<file path="config.mk">
export PLATFORM = sky130hd
export DESIGN_NAME = uart_rx
export DESIGN_NICKNAME = d
export VERILOG_FILES = /design/src/rtl/uart_rx_pkg.sv /design/src/rtl/uart_rx_sync.sv /design/src/rtl/uart_rx.sv
export SDC_FILE = /design/constraint.sdc
export NUM_CORES = 1
export LEC_CHECK = 0
export ABC_CLOCK_PERIOD_IN_PS = 3100
export CORE_UTILIZATION = 30
export CTS_CLUSTER_SIZE = 24
export DETAILED_ROUTE_END_ITERATION = 10
export SETUP_SLACK_MARGIN = 0.3
export SYNTH_ARGS = -nofsm -noshare
export SYNTH_HDL_FRONTEND = slang
export SYNTH_SLANG_ARGS = --single-unit
</file>
<file path="constraint.sdc">
create_clock -name i_Clk -period 3.1 [get_ports i_Clk]
set_input_delay 0.465 -clock i_Clk [delete_from_list [all_inputs] [get_ports i_Clk]]
set_output_delay 0.465 -clock i_Clk [all_outputs]
set_load 0.02 [all_outputs]
</file>
<file path="src/rtl/uart_rx_pkg.sv">
// Shared types for the UART receiver: FSM state encoding (same as the TX side) and frame width.
package uart_rx_pkg;

  localparam int DATA_BITS = 8;

  typedef enum logic [2:0] {
    s_IDLE         = 3'd0,
    s_RX_START_BIT = 3'd1,
    s_RX_DATA_BITS = 3'd2,
    s_RX_STOP_BIT  = 3'd3,
    s_CLEANUP      = 3'd4
  } state_t;

endpackage

</file>
<file path="src/rtl/uart_rx_sync.sv">
// Two-flop synchronizer for an asynchronous input; reset value is all ones (idle line).
// Latency: 2 clocks. No backpressure; samples every clock.
module uart_rx_sync #(
  parameter int               WIDTH   = 1,
  parameter logic [WIDTH-1:0] RST_VAL = '1
) (
  input  logic             clk,
  input  logic             rst,
  input  logic [WIDTH-1:0] d,
  output logic [WIDTH-1:0] q
);

  logic [WIDTH-1:0] meta;

  always_ff @(posedge clk) begin
    if (rst) begin
      meta <= RST_VAL;
      q    <= RST_VAL;
    end else begin
      meta <= d;
      q    <= meta;
    end
  end

endmodule

</file>
<file path="src/rtl/uart_rx.sv">
// 8N1 UART receiver with mid-bit sampling; optional stop-bit check via UART_RX_FRAME_ERR_EN.
// Latency: DV pulses 2+H+9*CLKS_PER_BIT clocks after the synchronized start edge, H=(CLKS_PER_BIT-1)/2.
// Backpressure: none; the consumer must take o_Rx_Byte on the single-cycle o_Rx_DV pulse.
module uart_rx
  import uart_rx_pkg::*;
#(
  parameter int CLKS_PER_BIT = 87
) (
  input  logic       i_Clk,
  input  logic       i_Rst,
  input  logic       i_Rx_Serial,
  output logic       o_Rx_DV,
  output logic [7:0] o_Rx_Byte
`ifdef UART_RX_FRAME_ERR_EN
  ,
  output logic       o_Rx_Frame_Err
`endif
);

  localparam int               CNT_W    = $clog2(CLKS_PER_BIT);
  localparam logic [CNT_W-1:0] CNT_LAST = CNT_W'(CLKS_PER_BIT - 1);
  localparam logic [CNT_W-1:0] CNT_HALF = CNT_W'((CLKS_PER_BIT - 1) / 2);
  localparam logic [2:0]       BIT_LAST = 3'(DATA_BITS - 1);

  logic                 rx_s;
  state_t               state, state_nxt;
  logic [CNT_W-1:0]     clk_count, clk_count_nxt;
  logic [2:0]           bit_index, bit_index_nxt;
  logic [DATA_BITS-1:0] shift_reg, shift_reg_nxt;
  logic [7:0]           rx_byte_nxt;
  logic                 rx_dv_nxt;
  logic                 frame_err_nxt;
  logic                 stop_ok;

  uart_rx_sync #(.WIDTH(1), .RST_VAL(1'b1)) u_sync (
    .clk (i_Clk),
    .rst (i_Rst),
    .d   (i_Rx_Serial),
    .q   (rx_s)
  );

  // Without the frame-error option the stop bit is never inspected.
`ifdef UART_RX_FRAME_ERR_EN
  assign stop_ok = rx_s;
`else
  assign stop_ok = 1'b1;
`endif

  always_ff @(posedge i_Clk) begin
    if (i_Rst) begin
      state     <= s_IDLE;
      clk_count <= '0;
      bit_index <= '0;
      shift_reg <= '0;
      o_Rx_Byte <= 8'h00;
      o_Rx_DV   <= 1'b0;
    end else begin
      state     <= state_nxt;
      clk_count <= clk_count_nxt;
      bit_index <= bit_index_nxt;
      shift_reg <= shift_reg_nxt;
      o_Rx_Byte <= rx_byte_nxt;
      o_Rx_DV   <= rx_dv_nxt;
    end
  end

`ifdef UART_RX_FRAME_ERR_EN
  always_ff @(posedge i_Clk) begin
    if (i_Rst) o_Rx_Frame_Err <= 1'b0;
    else       o_Rx_Frame_Err <= frame_err_nxt;
  end
`endif

  always_comb begin
    state_nxt = state;
    case (state)
      s_IDLE:         if (!rx_s) state_nxt = s_RX_START_BIT;
      s_RX_START_BIT: if (clk_count == CNT_HALF) state_nxt = rx_s ? s_IDLE : s_RX_DATA_BITS;
      s_RX_DATA_BITS: if (clk_count == CNT_LAST && bit_index == BIT_LAST) state_nxt = s_RX_STOP_BIT;
      s_RX_STOP_BIT:  if (clk_count == CNT_LAST) state_nxt = s_CLEANUP;
      s_CLEANUP:      state_nxt = s_IDLE;
      default:        state_nxt = s_IDLE;
    endcase
  end

  always_comb begin
    clk_count_nxt = clk_count;
    bit_index_nxt = bit_index;
    shift_reg_nxt = shift_reg;
    rx_byte_nxt   = o_Rx_Byte;
    rx_dv_nxt     = 1'b0;
    frame_err_nxt = 1'b0;
    case (state)
      s_IDLE: begin
        clk_count_nxt = '0;
        bit_index_nxt = '0;
      end
      s_RX_START_BIT: begin
        if (clk_count == CNT_HALF) clk_count_nxt = '0;
        else                       clk_count_nxt = clk_count + CNT_W'(1);
      end
      s_RX_DATA_BITS: begin
        if (clk_count == CNT_LAST) begin
          clk_count_nxt            = '0;
          shift_reg_nxt[bit_index] = rx_s;
          bit_index_nxt            = bit_index + 3'd1;
        end else begin
          clk_count_nxt = clk_count + CNT_W'(1);
        end
      end
      s_RX_STOP_BIT: begin
        if (clk_count == CNT_LAST) begin
          clk_count_nxt = '0;
          if (stop_ok) begin
            rx_byte_nxt = shift_reg;
            rx_dv_nxt   = 1'b1;
          end else begin
            frame_err_nxt = 1'b1;
          end
        end else begin
          clk_count_nxt = clk_count + CNT_W'(1);
        end
      end
      default: begin
      end
    endcase
  end

endmodule
</file>
==> results.md <==
Clocking:
- The number of clock sinks is 32.
- The clock tree synthesis step divided the H-tree into 2 levels.
- The root buffer cell chosen for the clock tree is clkbuf_8.
- The clock buffer count from CTS is 5.
- Gates resized during post-CTS repair numbered 0.
- The post-cts hold buffer count is 0.
- The clock latency at the later pin of the worst-skew pair is around 0.28 ns.
- The post-CTS setup repair buffer count is 0.
- The clock tree from TritonCTS is yes.
- After clock tree synthesis, the clock-pin slew on the worst setup and hold paths is ~0.07 ns.
- The clock passes through at most 2 buffers.

Setup path:
- The worst setup path is captured at a register.
- STA classifies the critical path startpoint as a register.
- STA puts the critical path data arrival time at around 2.4 ns.
- Counting cells, the worst reg-to-reg path comes to 5.
- The maximum fanout count along the critical path is 13.
- For the worst setup path, the data required time is around 3.3 ns.
- The critical path in this run is classified as register to register.
- For flop-to-flop paths, the worst setup slack is 0.89 ns.
- The largest individual stage delay along the critical path comes from the cell or4_1.
- The signal on the critical path passes through ha_1, nand2b_1, or4_1, mux2i_1, nor2_1.
- The biggest cell delay along the critical path is around 0.9 ns.
- The source of the critical timing path is clk_count[1].
- The reg-to-reg critical path startpoint is clk_count[1].

Yosys:
- The synthesis warning total is 0.
- The commonest cells after synthesis are 32 x dfxtp_1, 27 x nor2_1, 16 x mux2i_1.
- The synthesized design contains 0 enable-type register cells.
- The cell with the most instances after synthesis is dfxtp_1.
- The post-synthesis register bit count is 32.
- The register area share after synthesis is 0.435.
- The share of the synthesized area in the top cell type is 0.435.
- The most used flip-flop cell after synthesis is dfxtp_1.
- The number of nets in the synthesized netlist is around 160.
- After synthesis, the share of flip-flops with an asynchronous set or reset is 0.
- The post-synthesis instance area is 1470 sq um.
- The cell count after synthesis came out at 156.
- The cell taking the most area after synthesis is dfxtp_1.
- The synthesized netlist contains 39 unique library cells.
- The average instance area after synthesis is roughly 9.4 sq um.
- By area the synthesized netlist is led by dfxtp_1 43%, mux2i_1 11%, nor2_1 6.9%.

Final layout:
- At the end of the flow the core is filled with cells to 0.364.
- The final-stage net count is between 150 and 200.
- The final standard cell area without fillers is around 1700 sq um.
- The share of layout cells above drive strength 1 is 0.119.
- The area added between synthesis and finish is 16.6%.
- The repair_antennas step left the layout with diodes totalling 0.

Power:
- Of the total power, registers draw 0.559.
- For this design the ratio of total power to cell area is about 430 nW/um^2.
- The share of total power dissipated in the clock network is 0.418.
- Of the total power, the share spent switching nets is 0.228.
- In this run the static leakage power is 0.639 nW.
- Cell internal power was estimated by the tool at about 0.58 mW.
- The relative contribution of combinational cells to total power is 0.023.
- The switching power of the nets is between 0.15 and 0.2 mW.
- VDD sags by at most ~0.25 mV.

STA:
- Setup slack on the critical path of the routed design comes to 0.886 ns.
- The number of failing hold endpoints at the final stage came to 0.
- Headroom to the max-slew limit came out at 0.588.
- The max-slew violation total from the final report came to 0.
- Dividing the final minimum period by the clock period gives 0.714.
- The clock arrives with slightly above 0.005 ns of skew.
- The minimum period implied by the final worst setup slack is roughly 2.2 ns.
- Setup violations remaining at the end of the flow were counted as 0.
- Setup repair after global routing left no endpoint under its margin.
- For the pin with the worst max-slew slack, the measured transition is about 0.6 ns.
- Timing would allow up to roughly 450 MHz.
- The setup TNS is 0 ns.

Routing:
- The via count is 1109.
- After detailed routing, the number of vias per cell comes to about 4.7.
- Dividing the detail-routed wire length by the instance count gives ~11 microns.
- The post-detailed-route count of antenna-violating nets is 0.
- The first detailed-routing pass took 4 iterations.
- In the routed design, unresolved DRC markers number 0.
- The number of DRC markers after the initial detailed-route iteration is 65.
- The total detailed-routing wirelength is between 2000 and 3000 microns.

Placement:
- The placed cell area is between 1500 and 2000 sq um.
- At the end of routability-driven placement, the weighted congestion stood at 0.777.
- Timing analysis after detailed placement gives a worst setup slack of roughly 0.90 ns.
- The placed wire-length estimate is between 1500 and 2000 microns.
- Input and output buffers added on the ports amount to 11.

Min path:
- The number of stages on the worst hold path is 1.
- In this run the most critical hold path is launched from u_sync.meta.
- The path class of the lowest-slack min-delay path is register to register.

Status:
- The run finished with clean final reports.

GRT:
- The via count of the first global-routing pass is 977.
- For this run the aggregate overflow at the end of global routing stands at 0.
- The largest net degree at the start of global routing is 18.
- The global-route wire length before repair is about 4600 microns.
- The number of antenna violations at the first check in global routing came to 0.
- In the global route stage, overall resource usage came out at 0.113.

Floorplanning:
- The chip width is approximately 72 microns.
- The floorplan has 25 rows.
- The top-level port count is 12.
- The initial utilization of the core area, before any placement, comes to 0.312.
- The die boundary height is 72.1 microns.
- After floorplanning, the core was sized to cover 4720 sq um.
- The floorplan step defined a die boundary enclosing roughly 5200 sq um.

Run:
- Max-cap violations in this run came to 0.
cell usage in the layout, fill, tap and decap left out, types with 2 or more instances in the layout:
master / netlist / final
or4_1: 2 / 2
a21oi_1: 4 / 4
or2_2: 5 / 5
clkdlybuf4s50_1: 0 / 11
clkbuf_8: 0 / 5
nor4_1: 5 / 5
nand3_1: 4 / 4
buf_4: 2 / 2
o21ai_0: 3 / 3
nor4_2: 3 / 3
or3_1: 2 / 2
nand2_1: 5 / 5
dfxtp_1: 32 / 32
clkinv_2: 0 / 2
inv_1: 5 / 5
nor2_1: 27 / 27
nand4b_1: 2 / 2
xor2_1: 4 / 4
o21a_1: 2 / 2
nand2b_1: 5 / 5
ha_1: 4 / 4
mux2i_1: 16 / 16
per-layer routing:
| layer | part of all wire | global-route usage | vias to the layer above |
|---|---|---|---|
| met5 | 0 | 0 | - |
| met4 | 0.019 | 0.0501 | 0 |
| met3 | 0.034 | 0.0375 | 6 |
| met2 | 0.43 | 0.152 | 27 |
| met1 | 0.52 | 0.163 | 503 |
| li1 | - | - | 573 |
power by group through the flow:
stage          Sequential, mW  Clock [mW]  Combinational (mW)
2_1_floorplan           0.424           0              0.0130
3_5_place_dp            0.426           0              0.0176
4_1_cts                 0.417       0.323              0.0176
5_1_grt                 0.417       0.347              0.0197
3_3_place_gp            0.427           0              0.0176
6_report                0.417       0.312              0.0174
through the flow:
stage                     std cells  power, mW  hold WS, ns
after floorplan                 156      0.437        0.389
after global placement          227      0.444        0.401
after detailed placement        227      0.444        0.394
after CTS                       235      0.758        0.411
after global routing            235      0.784        0.415
final                           235      0.747        0.408
worst max-delay path, delay by kind of cell (launching register included):
kind / cells / cell delay (ns)
flip-flops: 1 / 0.39
multiplexers: 1 / 0.26
AND/OR/NAND/NOR: 3 / 1.26
adder cells (fa/ha/maj): 1 / 0.16
cells by family after synthesis:
logic type	synth area share
xor gates and xnor gates	0.0297
DFF	0.435
muxes	0.109
AOI/OAI and AO/OA	0.0764
and+or+nand+nor	0.269
buffers and inverters	0.0475
adders and majority gates	0.0340
worst paths after layout:
path	end
max reg2reg	o_Rx_Byte[5]
min reg2reg	u_sync.q
min	u_sync.q
max	o_Rx_Byte[5]
area by class of cell:
class | instances | area, sq um
Fill cell | 479 | 3000
Clock inverter | 3 | 18.8
Sequential cell | 32 | 641
Clock buffer | 5 | 68.8
Tap cell | 67 | 83.8
Inverter | 5 | 18.8
Timing Repair Buffer | 13 | 125
Multi-Input combinational cell | 110 | 763
Power figures use the tool's default switching activity.
